### src/rtl/ir_pkg.sv
// Shared constants for the IR command controller: FSM encoding, NEC field offsets, timer width.
package ir_pkg;

  localparam int unsigned TIMER_W    = 23;
  localparam int unsigned STATE_W    = 3;

  localparam int unsigned ADDR_LSB   = 0;
  localparam int unsigned ADDR_N_LSB = 8;
  localparam int unsigned CODE_LSB   = 16;
  localparam int unsigned CODE_N_LSB = 24;

  typedef logic [STATE_W-1:0] state_t;

  localparam state_t ST_IDLE     = 3'd0;
  localparam state_t ST_CHECK    = 3'd1;
  localparam state_t ST_PRESENT  = 3'd2;
  localparam state_t ST_CLEAR    = 3'd3;
  localparam state_t ST_WAIT_LOW = 3'd4;

endpackage

### src/rtl/ir_cmd_controller_hold_timer.sv
// Key-hold timer: reload on accepted command, count down to zero, flag hold and pulse on expiry.
module ir_hold_timer
  import ir_pkg::*;
#(
  parameter int unsigned TIMEOUT_CYC = 5500000
) (
  input  logic clk,
  input  logic rst,
  input  logic load,
  output logic held,
  output logic expired
);

  logic [TIMER_W-1:0] cnt;
  logic [TIMER_W-1:0] cnt_nxt;
  logic               expired_nxt;

  // A reload on the expiry cycle suppresses the release pulse.
  always_comb begin
    cnt_nxt     = cnt;
    expired_nxt = 1'b0;
    if (load) begin
      cnt_nxt = TIMER_W'(TIMEOUT_CYC);
    end else if (cnt != '0) begin
      cnt_nxt     = cnt - TIMER_W'(1);
      expired_nxt = (cnt == TIMER_W'(1));
    end
  end

  always_ff @(posedge clk) begin
    if (rst) begin
      cnt     <= '0;
      held    <= 1'b0;
      expired <= 1'b0;
    end else begin
      cnt     <= cnt_nxt;
      held    <= (cnt_nxt != '0);
      expired <= expired_nxt;
    end
  end

endmodule

### src/rtl/ir_cmd_controller.sv
// Sequences the IR frame decoder: capture, NEC validation, optional address filter,
// valid/ready command hand-off, decoder clear and key-hold tracking.
module ir_cmd_controller
  import ir_pkg::*;
#(
  parameter int unsigned TIMEOUT_CYC    = 5500000,
  parameter bit          ADDR_FILTER_EN = 1'b0,
  parameter logic [7:0]  ADDR_MATCH     = 8'h00,
  parameter bit          STRICT_ADDR    = 1'b0
) (
  input  logic        clk,
  input  logic        rst,
  input  logic        ctrl_en,
  output logic        dec_en,
  input  logic        dec_ready,
  input  logic [31:0] dec_command,
  output logic        dec_clr,
  output logic        cmd_valid,
  input  logic        cmd_ready,
  output logic [7:0]  cmd_addr,
  output logic [7:0]  cmd_code,
  output logic        cmd_repeat,
  output logic        key_held,
  output logic        key_release,
  output logic [7:0]  err_count
);

  state_t      state;
  state_t      state_nxt;
  logic [31:0] frame_q;
  logic [31:0] frame_nxt;
  logic [7:0]  last_code;
  logic [7:0]  last_nxt;
  logic [7:0]  addr_nxt;
  logic [7:0]  code_nxt;
  logic [7:0]  err_nxt;
  logic        cmd_valid_nxt;
  logic        cmd_repeat_nxt;
  logic        dec_clr_nxt;
  logic        timer_load;
  logic        frame_ok;
  logic        addr_hit;

  assign dec_en = ctrl_en;

  assign frame_ok = (frame_q[CODE_N_LSB +: 8] == ~frame_q[CODE_LSB +: 8]) &&
                    (!STRICT_ADDR || (frame_q[ADDR_N_LSB +: 8] == ~frame_q[ADDR_LSB +: 8]));
  assign addr_hit = !ADDR_FILTER_EN || (frame_q[ADDR_LSB +: 8] == ADDR_MATCH);

  always_comb begin
    state_nxt      = state;
    frame_nxt      = frame_q;
    last_nxt       = last_code;
    addr_nxt       = cmd_addr;
    code_nxt       = cmd_code;
    err_nxt        = err_count;
    cmd_valid_nxt  = cmd_valid;
    cmd_repeat_nxt = cmd_repeat;
    dec_clr_nxt    = 1'b0;
    timer_load     = 1'b0;

    case (state)
      ST_IDLE: begin
        if (dec_ready && ctrl_en) begin
          frame_nxt = dec_command;
          state_nxt = ST_CHECK;
        end
      end
      ST_CHECK: begin
        if (!frame_ok) begin
          err_nxt     = (err_count == 8'hFF) ? err_count : err_count + 8'd1;
          dec_clr_nxt = 1'b1;
          state_nxt   = ST_CLEAR;
        end else if (!addr_hit) begin
          dec_clr_nxt = 1'b1;
          state_nxt   = ST_CLEAR;
        end else begin
          addr_nxt       = frame_q[ADDR_LSB +: 8];
          code_nxt       = frame_q[CODE_LSB +: 8];
          cmd_repeat_nxt = key_held && (frame_q[CODE_LSB +: 8] == last_code);
          cmd_valid_nxt  = 1'b1;
          state_nxt      = ST_PRESENT;
        end
      end
      ST_PRESENT: begin
        // Decoder stays un-cleared until the consumer takes the command.
        if (cmd_valid && cmd_ready) begin
          last_nxt      = cmd_code;
          timer_load    = 1'b1;
          cmd_valid_nxt = 1'b0;
          dec_clr_nxt   = 1'b1;
          state_nxt     = ST_CLEAR;
        end
      end
      ST_CLEAR: begin
        state_nxt = ST_WAIT_LOW;
      end
      ST_WAIT_LOW: begin
        if (!dec_ready) begin
          state_nxt = ST_IDLE;
        end
      end
      default: begin
        state_nxt = ST_WAIT_LOW;
      end
    endcase
  end

  always_ff @(posedge clk) begin
    if (rst) begin
      state      <= ST_WAIT_LOW;
      frame_q    <= '0;
      last_code  <= '0;
      cmd_addr   <= '0;
      cmd_code   <= '0;
      err_count  <= '0;
      cmd_valid  <= 1'b0;
      cmd_repeat <= 1'b0;
      dec_clr    <= 1'b0;
    end else begin
      state      <= state_nxt;
      frame_q    <= frame_nxt;
      last_code  <= last_nxt;
      cmd_addr   <= addr_nxt;
      cmd_code   <= code_nxt;
      err_count  <= err_nxt;
      cmd_valid  <= cmd_valid_nxt;
      cmd_repeat <= cmd_repeat_nxt;
      dec_clr    <= dec_clr_nxt;
    end
  end

  ir_hold_timer #(
    .TIMEOUT_CYC (TIMEOUT_CYC)
  ) u_hold_timer (
    .clk     (clk),
    .rst     (rst),
    .load    (timer_load),
    .held    (key_held),
    .expired (key_release)
  );

endmodule

### config.mk
export PLATFORM = sky130hd
export DESIGN_NAME = ir_cmd_controller
export DESIGN_NICKNAME = d
export VERILOG_FILES = /design/src/rtl/ir_pkg.sv /design/src/rtl/ir_cmd_controller_hold_timer.sv /design/src/rtl/ir_cmd_controller.sv
export SDC_FILE = /design/constraint.sdc
export NUM_CORES = 1
export LEC_CHECK = 0
export CAP_MARGIN = 20
export CORE_MARGIN = 2
export CORE_UTILIZATION = 53
export CTS_CLUSTER_DIAMETER = 50
export DETAILED_ROUTE_END_ITERATION = 10
export MAX_ROUTING_LAYER = met4
export PLACE_DENSITY = 0.8
export SKIP_CTS_REPAIR_TIMING = 1
export SLEW_MARGIN = 10
export SYNTH_ARGS = -nofsm -noshare
export SYNTH_HDL_FRONTEND = slang
export SYNTH_SLANG_ARGS = --single-unit
### constraint.sdc
create_clock -name clk -period 2.73 [get_ports clk]
set_input_delay 0.4095 -clock clk [delete_from_list [all_inputs] [get_ports clk]]
set_output_delay 0.4095 -clock clk [all_outputs]
set_load 0.01 [all_outputs]
==> results_tabular.tex, run 1 <==
\begin{tabular}{lr}
\hline
Metric & Value \\
\hline
\multicolumn{2}{l}{\textbf{Synth}} \\
\quad Biggest area contributors in the synthesized netlist & sky130\_fd\_sc\_hd\_\_dfxtp\_1, sky130\_fd\_sc\_hd\_\_nand2\_1, sky130\_fd\_sc\_hd\_\_a21oi\_1, sky130\_fd\_sc\_hd\_\_xor2\_1, sky130\_fd\_sc\_hd\_\_mux2i\_1 \\
\quad Number of enable flip-flop cells after synthesis & 0 \\
\quad Post-synth top cells & sky130\_fd\_sc\_hd\_\_dfxtp\_1, sky130\_fd\_sc\_hd\_\_nand2\_1, sky130\_fd\_sc\_hd\_\_a21oi\_1, sky130\_fd\_sc\_hd\_\_nor2\_1, sky130\_fd\_sc\_hd\_\_clkbuf\_1 \\
\quad Post-synthesis instance total & 468 \\
\quad Unique cell type count in the Yosys netlist & 54 \\
\quad Post-synthesis instance area & 3950 um\^{}2 \\
\quad Warning count from the yosys run & 0 \\
\quad Register bit count reported by yosys & 87 \\
\quad Fraction of registers with async set/reset & 0\% \\
\quad Net Count, Synth & 509 \\
\quad Fraction of the yosys area taken by sequential cells & 44.1\% \\
\quad Mean post-synth cell area & 8.43 um\^{}2 \\
\quad Largest area contributor in the netlist & sky130\_fd\_sc\_hd\_\_dfxtp\_1 \\
\quad Top flip-flop cell by instance count after synthesis & sky130\_fd\_sc\_hd\_\_dfxtp\_1 \\
\quad Most common cell in the netlist & sky130\_fd\_sc\_hd\_\_dfxtp\_1 \\
\quad Fraction of post-synthesis cell area in the top cell type by area & 44.1\% \\
\multicolumn{2}{l}{\textbf{Finish}} \\
\quad Ant. Diodes & 0 \\
\quad Layout cells sized above 1 & 8.54\% \\
\quad Growth of design area from synthesis to finish & 23.4\% \\
\quad Number of nets in the finished design & 563 \\
\multicolumn{2}{l}{\textbf{STA}} \\
\quad Post-layout min period & 2580 ps \\
\quad Total Neg Setup Slack & 0 ps \\
\quad Post-route fraction of the period consumed by the critical path & 94.3\% \\
\quad Setup slack after layout & 154 ps \\
\quad Final-report max-slew violation count & 0 \\
\quad Normalized max-slew margin & 48.2\% \\
\quad Skew final & 10.4 ps \\
\quad Unrepaired setup endpoints after global routing & false \\
\quad Slew at the pin with the worst max-slew slack & 777 ps \\
\quad Final setup violation count & 0 \\
\quad Max Fclk & 388 MHz \\
\quad Final count of hold timing violations & 0 \\
\multicolumn{2}{l}{\textbf{Clocking}} \\
\quad Number of buffers on the longest clock path & 2 \\
\quad H-tree lvl count & 3 \\
\quad Total CTS buffers & 9 \\
\quad CTS clk-pin slew, worst paths & 90 ps \\
\quad Worst-Skew Late Latency & 360 ps \\
\quad Number of clock sinks seen by CTS & 87 \\
\quad Root Buffer Master & sky130\_fd\_sc\_hd\_\_clkbuf\_8 \\
\quad CTS tree & yes \\
\multicolumn{2}{l}{\textbf{Critical path}} \\
\quad Category of the critical setup timing path & reg2reg \\
\quad Maximum net fanout on the critical path & 6 \\
\quad Launching element type of the critical path & flop \\
\quad Worst endpoint data arrival time & 2780 ps \\
\quad Crit path capture type & flop \\
\quad Required time reported for the critical path endpoint & 2940 ps \\
\multicolumn{2}{l}{\textbf{Drt}} \\
\quad Count of TritonRoute iterations in the first routing pass & 4 \\
\quad Wire length per cell & 14.1 um \\
\quad Total routed wirelength & 8830 um \\
\quad Vias per inst & 5.46 \\
\quad Total number of vias & 3,417 \\
\quad Remaining antenna violation count & 0 \\
\quad DRC viols & 0 \\
\quad First-iteration detailed-routing DRC count & 149 \\
\multicolumn{2}{l}{\textbf{Global routing}} \\
\quad Via count of the first global-routing pass & 3,112 \\
\quad Global routing usage summed across all routing layers & 22.7\% \\
\quad First-pass GRT wire length & 14,800 um \\
\quad Maximum number of pins on one net before global-route repair & 75 \\
\quad Total grt overflow & 0 \\
\quad Antenna violations before repair & 0 \\
\multicolumn{2}{l}{\textbf{Pwr}} \\
\quad Maximum resistive drop on vdd & 438 uV \\
\quad Power density over the cells & 966 nW/um\^{}2 \\
\quad Static power due to leakage & 0.00189 uW \\
\multicolumn{2}{l}{\textbf{Worst hold path}} \\
\quad Classification of the worst-slack hold path & reg2reg \\
\multicolumn{2}{l}{\textbf{Placed design}} \\
\quad Last weighted congestion value of the routability-driven placer & 0.948 \\
\quad Sum of net half-perimeters after detailed placement & 5940 um \\
\quad Number of buffer cells added on primary ports & 58 \\
\quad Post-placement setup slack & 203 ps \\
\multicolumn{2}{l}{\textbf{Floorplan}} \\
\quad Initial cell density of the core & 54.7\% \\
\quad Horizontal die dimension & 90.3 um \\
\quad Placeable core region & 7210 um\^{}2 \\
\quad Placement Rows & 31 \\
\quad Die area & 8150 um\^{}2 \\
\quad Ports placed on the boundary & 67 \\
\quad Height of the die & 90.3 um \\
\multicolumn{2}{l}{\textbf{Outcome}} \\
\quad Result of the run & finished clean \\
\multicolumn{2}{l}{\textbf{Job}} \\
\quad Max-cap viol count & 0 \\
\hline
\end{tabular}
-- logic make-up after synthesis --
family	count (synthesis)	share of synthesized area (%)
flip-flops	87	44.1
adder cells (fa/ha/maj)	4	1.27
AND/OR/NAND/NOR	211	26.1
XOR/XNOR	36	7.99
buffers and inverters	35	3.58
AO/OA/AOI/OAI	76	12.1
multiplexers	19	4.85
-- critical path, stage by stage, from the launching register on --
cell and delay (ps):
sky130_fd_sc_hd__dfxtp_1 340, sky130_fd_sc_hd__or4_1 570, sky130_fd_sc_hd__or4_1 590, sky130_fd_sc_hd__o31ai_4 420, sky130_fd_sc_hd__nor2_1 130, sky130_fd_sc_hd__o31ai_2 240
sky130_fd_sc_hd__a41oi_2 130
-- per-stage QoR --
stage | util (%) | cell area (um^2) | power [uW] | instances | hold slack, ps
4_1_cts | 67.5 | 4870 | 4700 | 626 | 461
3_3_place_gp | 64.4 | 4640 | 3600 | 610 | 442
3_5_place_dp | 64.4 | 4640 | 3670 | 610 | 447
5_1_grt | 67.5 | 4870 | 5000 | 626 | 486
6_report | 67.5 | 4870 | 4700 | 626 | 460
2_1_floorplan | - | 3950 | 3150 | 468 | 436
-- registers in the layout (all words and copies together) (netlist names) --
register / count
cmd_valid: 1
u_hold_timer.held: 1
state: 3
cmd_code: 8
u_hold_timer.cnt: 23
last_code: 8
dec_clr: 1
u_hold_timer.expired: 1
cmd_repeat: 1
err_count: 8
frame_q: 24
cmd_addr: 8
-- cell type report --
| class | instances | area (um^2) |
|---|---|---|
| sequential | 87 | 1740 |
| timing repair buffer | 73 | 688 |
| clock buffer | 9 | 124 |
| multi-input combinational | 346 | 2070 |
| tap | 99 | 124 |
| inverter | 5 | 18.8 |
| clock inverter | 7 | 103 |
| fill | 603 | 2340 |
-- power breakdown --
group	switching, uW	internal [uW]	total, uW
logic	1100	893	1990
clock network	501	524	1030
registers	245	1440	1690
-- worst paths after layout --
kind	start	to	slack, ps	cells after the start
min	frame_q[7]	frame_q[7]	460	2
max reg2reg	u_hold_timer.cnt[14]	u_hold_timer.held	150	6
min reg2reg	frame_q[7]	frame_q[7]	460	2
max	u_hold_timer.cnt[14]	u_hold_timer.held	150	6
-- cells in the final DEF, fill, tap and decap left out, types with 5 or more instances in the layout --
cell	n
sky130_fd_sc_hd__dfxtp_1	87
sky130_fd_sc_hd__nand2_1	82
sky130_fd_sc_hd__clkdlybuf4s50_1	57
sky130_fd_sc_hd__a21oi_1	45
sky130_fd_sc_hd__nor2_1	43
sky130_fd_sc_hd__xor2_1	21
sky130_fd_sc_hd__nor3_1	20
sky130_fd_sc_hd__mux2i_1	18
sky130_fd_sc_hd__xnor2_1	15
sky130_fd_sc_hd__buf_4	15
sky130_fd_sc_hd__nand3_1	12
sky130_fd_sc_hd__clkbuf_8	9
sky130_fd_sc_hd__nor4_1	7
sky130_fd_sc_hd__nand4_1	6
sky130_fd_sc_hd__a31oi_1	6
sky130_fd_sc_hd__inv_1	5
sky130_fd_sc_hd__nand2b_1	5
sky130_fd_sc_hd__o21ai_0	5
-- routing by layer --
layer	routed length, um	vias up	track usage [%]
met5	0	-	-
li1	-	1722	-
met2	4240	83	36.7
met1	4130	1601	28.7
met3	349	11	5.01
met4	115	0	6.92
No activity file was read; power rests on OpenSTA's default activity.
==> inputs of run 2 (changes only) <==
PLACE_DENSITY = 0.79   (was 0.8)
SYNTH_HIERARCHICAL = 1   (was not set)
==> run 2 against run 1 <==
Die area is 2.3% higher. Register-to-register slack better by 170 ps. Worst setup slack better by 170 ps. Total power is 4.4% lower. Critical path depth is 3 higher. Cell count is 2.7% lower. Flip-flop and latch count stayed put. Via count is 3.3% lower. Synthesized cell count is 3.0% lower. Critical endpoint is now u_hold_timer/held. Largest cell class unchanged. Highest routed layer unchanged.
==> results_tabular.tex, run 2 <==
\begin{tabular}{lr}
\hline
Metric & Value \\
\hline
\multicolumn{2}{l}{\textbf{Synth}} \\
\quad Post-synth top cells & sky130\_fd\_sc\_hd\_\_dfxtp\_1, sky130\_fd\_sc\_hd\_\_nand2\_1, sky130\_fd\_sc\_hd\_\_nor2\_1, sky130\_fd\_sc\_hd\_\_a21oi\_1, sky130\_fd\_sc\_hd\_\_mux2i\_1 \\
\quad Fraction of registers with async set/reset & 0\% \\
\quad Post-synthesis instance area & 4040 um\^{}2 \\
\quad Post-synthesis instance total & 454 \\
\quad Unique cell type count in the Yosys netlist & 61 \\
\quad Net Count, Synth & 495 \\
\quad Top flip-flop cell by instance count after synthesis & sky130\_fd\_sc\_hd\_\_dfxtp\_1 \\
\quad Compound-Gate Fraction of Synth Area & 11.9\% \\
\quad Mux share of post-synthesis cell area & 6.47\% \\
\quad Combinational family with the most area after synthesis & simple AND/OR/NAND/NOR gates \\
\quad Most common cell in the netlist & sky130\_fd\_sc\_hd\_\_dfxtp\_1 \\
\quad Fraction of post-synthesis cell area in the top cell type by area & 43.1\% \\
\quad Largest area contributor in the netlist & sky130\_fd\_sc\_hd\_\_dfxtp\_1 \\
\quad Number of enable flip-flop cells after synthesis & 0 \\
\quad Warning count from the yosys run & 6 \\
\quad Fraction of the yosys area taken by sequential cells & 43.1\% \\
\quad Mean post-synth cell area & 8.91 um\^{}2 \\
\quad Post-synthesis adder-cell area fraction & 1.24\% \\
\quad Xor/xnor share of the synthesized area & 6.50\% \\
\quad Biggest area contributors in the synthesized netlist & sky130\_fd\_sc\_hd\_\_dfxtp\_1, sky130\_fd\_sc\_hd\_\_nand2\_1, sky130\_fd\_sc\_hd\_\_mux2i\_1, sky130\_fd\_sc\_hd\_\_a21oi\_1, sky130\_fd\_sc\_hd\_\_nor2\_1 \\
\quad Basic-gate share of the synthesized area counting and, or, nand and nor cells & 25.6\% \\
\quad Register bit count reported by yosys & 87 \\
\multicolumn{2}{l}{\textbf{Finish}} \\
\quad Layout cells sized above 1 & 9.41\% \\
\quad Regs by FF count & frame\_q x24, u\_hold\_timer/cnt x23 \\
\quad Number of flip-flops in the largest register & 24 \\
\quad Highest-count cells in the layout ignoring fill and taps & sky130\_fd\_sc\_hd\_\_dfxtp\_1, sky130\_fd\_sc\_hd\_\_nand2\_1, sky130\_fd\_sc\_hd\_\_clkdlybuf4s50\_1, sky130\_fd\_sc\_hd\_\_nor2\_1, sky130\_fd\_sc\_hd\_\_a21oi\_1 \\
\quad Most common library cell in the layout ignoring fill and taps & sky130\_fd\_sc\_hd\_\_dfxtp\_1 \\
\quad Core occupancy in the finished layout & 66.6\% \\
\quad Growth of design area from synthesis to finish & 20.7\% \\
\quad Number of nets in the finished design & 547 \\
\quad Ant. Diodes & 0 \\
\quad Fill count & 595 \\
\quad Area of all placed cells without fillers & 4880 um\^{}2 \\
\quad Register with the most flip-flops & frame\_q \\
\multicolumn{2}{l}{\textbf{Clocking}} \\
\quad Worst-Skew Late Latency & 340 ps \\
\quad Root Buffer Master & sky130\_fd\_sc\_hd\_\_clkbuf\_8 \\
\quad CTS tree & yes \\
\quad CTS clk-pin slew, worst paths & 90 ps \\
\quad Number of clock sinks seen by CTS & 87 \\
\quad H-tree lvl count & 3 \\
\quad Number of buffers on the longest clock path & 2 \\
\quad Total CTS buffers & 9 \\
\multicolumn{2}{l}{\textbf{STA}} \\
\quad Post-layout min period & 2400 ps \\
\quad Skew final & 12.3 ps \\
\quad Final-report max-slew violation count & 0 \\
\quad Normalized max-slew margin & 58.3\% \\
\quad Total Neg Setup Slack & 0 ps \\
\quad Max Fclk & 416 MHz \\
\quad Unrepaired setup endpoints after global routing & false \\
\quad Post-route fraction of the period consumed by the critical path & 88.0\% \\
\quad Final setup violation count & 0 \\
\quad Slew at the pin with the worst max-slew slack & 626 ps \\
\quad Hold slack & 457 ps \\
\quad Final count of hold timing violations & 0 \\
\multicolumn{2}{l}{\textbf{Critical path}} \\
\quad Maximum net fanout on the critical path & 5 \\
\quad Crit path cell chain & inv\_1 > ha\_1 > nor4b\_2 > and2\_1 > a211o\_1 > o41ai\_1 > nand3\_1 > nor4\_1 > a31oi\_1 \\
\quad Launching element type of the critical path & flop \\
\quad Worst endpoint data arrival time & 2610 ps \\
\quad Required time reported for the critical path endpoint & 2930 ps \\
\quad Crit path capture type & flop \\
\quad Setup slack of the most critical reg-to-reg path & 330 ps \\
\quad Slowest library cell on the worst path & sky130\_fd\_sc\_hd\_\_o41ai\_1 \\
\quad Critical Path Max Stage Delay & 390 ps \\
\quad Category of the critical setup timing path & reg2reg \\
\multicolumn{2}{l}{\textbf{Pwr}} \\
\quad Total power consumption of the routed design & 4500 uW \\
\quad Power density over the cells & 921 nW/um\^{}2 \\
\quad Static power due to leakage & 0.00189 uW \\
\quad Maximum resistive drop on vdd & 617 uV \\
\multicolumn{2}{l}{\textbf{Drt}} \\
\quad Total number of vias & 3,303 \\
\quad Vias per inst & 5.42 \\
\quad Wire length per cell & 14.2 um \\
\quad Count of TritonRoute iterations in the first routing pass & 5 \\
\quad Total routed wirelength & 8630 um \\
\quad First-iteration detailed-routing DRC count & 168 \\
\quad DRC viols & 0 \\
\quad Remaining antenna violation count & 0 \\
\multicolumn{2}{l}{\textbf{Placed design}} \\
\quad Sum of net half-perimeters after detailed placement & 5980 um \\
\quad Number of buffer cells added on primary ports & 58 \\
\quad Last weighted congestion value of the routability-driven placer & 0.908 \\
\quad Total cell area at the placement stage & 4640 um\^{}2 \\
\multicolumn{2}{l}{\textbf{Global routing}} \\
\quad Total grt overflow & 0 \\
\quad Via count of the first global-routing pass & 3,100 \\
\quad First-pass GRT wire length & 14,800 um \\
\quad Global routing usage summed across all routing layers & 22.4\% \\
\quad Maximum number of pins on one net before global-route repair & 42 \\
\quad Antenna violations before repair & 0 \\
\multicolumn{2}{l}{\textbf{Worst hold path}} \\
\quad Classification of the worst-slack hold path & reg2reg \\
\multicolumn{2}{l}{\textbf{Floorplan}} \\
\quad Placement Rows & 31 \\
\quad Initial cell density of the core & 55.2\% \\
\quad Ports placed on the boundary & 67 \\
\quad Die area & 8340 um\^{}2 \\
\quad Horizontal die dimension & 91.4 um \\
\quad Height of the die & 91.4 um \\
\quad Placeable core region & 7330 um\^{}2 \\
\multicolumn{2}{l}{\textbf{Outcome}} \\
\quad Result of the run & finished clean \\
\multicolumn{2}{l}{\textbf{Job}} \\
\quad Max-cap viol count & 0 \\
\hline
\end{tabular}
==> run 2: changes by cell type in the layout (fill, tap and decap cells not counted), sizes merged, moves of 6 or more <==
| cell | before | now |
|---|---|---|
| inv | 7 | 13 |
| xor2 | 21 | 12 |
| nor2 | 43 | 56 |
| buf | 16 | 10 |
| mux2i | 18 | 25 |
| nor3 | 20 | 10 |
| nand2 | 82 | 70 |
==> run 2: final timing paths <==
check,from,to,cells past startpoint
worst max-delay path,u_hold_timer/cnt[0],u_hold_timer/held,9
worst min-delay path,frame_q[0],frame_q[0],2
worst max register to register,u_hold_timer/cnt[0],u_hold_timer/held,9
worst min register to register,frame_q[0],frame_q[0],2
==> run 2: critical path, delay by kind of cell (launching register included) <==
kind,cells,cell delay (ps)
compound gates,3,870
fa+ha+maj,1,220
buf+inv,1,80
flops,1,340
simple gates,4,750
==> run 2: per-stage QoR <==
| stage | std cells | worst slack (ps) |
|---|---|---|
| finish | 609 | 327 |
| global route | 609 | 137 |
| CTS | 609 | 352 |
| detailed placement | 594 | 355 |
| global placement | 594 | 442 |
| floorplan | 454 | 306 |
==> run 2: cell families after synthesis <==
| family | count (synthesis) |
|---|---|
| AOI/OAI and AO/OA | 77 |
| xor gates and xnor gates | 30 |
| adders and majority gates | 4 |
| buffers and inverters | 37 |
| DFF | 87 |
| muxes | 26 |
| and+or+nand+nor | 193 |
==> run 2: area by class of cell <==
cell class | count | area (um^2) | share of cell area (%)
multi-input combinational | 330 | 2090 | 42.8
sequential | 87 | 1740 | 35.7
clock buffer | 9 | 124 | 2.54
inverter | 11 | 41.3 | 0.846
timing repair buffer | 67 | 643 | 13.2
clock inverter | 6 | 115 | 2.36
tap | 99 | 124 | 2.54
==> run 2: per-layer routing <==
metal	up-vias	global-route usage [%]	wire, um
met2	86	33.9	4000
li1	1674	-	-
met3	4	4.98	403
met5	-	-	0
met1	1539	30.4	4160
met4	0	5.93	59
==> run 2: where the power goes <==
part	total [uW]	leakage (uW)	switching, uW	internal (uW)
sequential	1640	0.000706	211	1430
combinational	1790	0.00107	996	794
clock	1070	0.000116	456	610
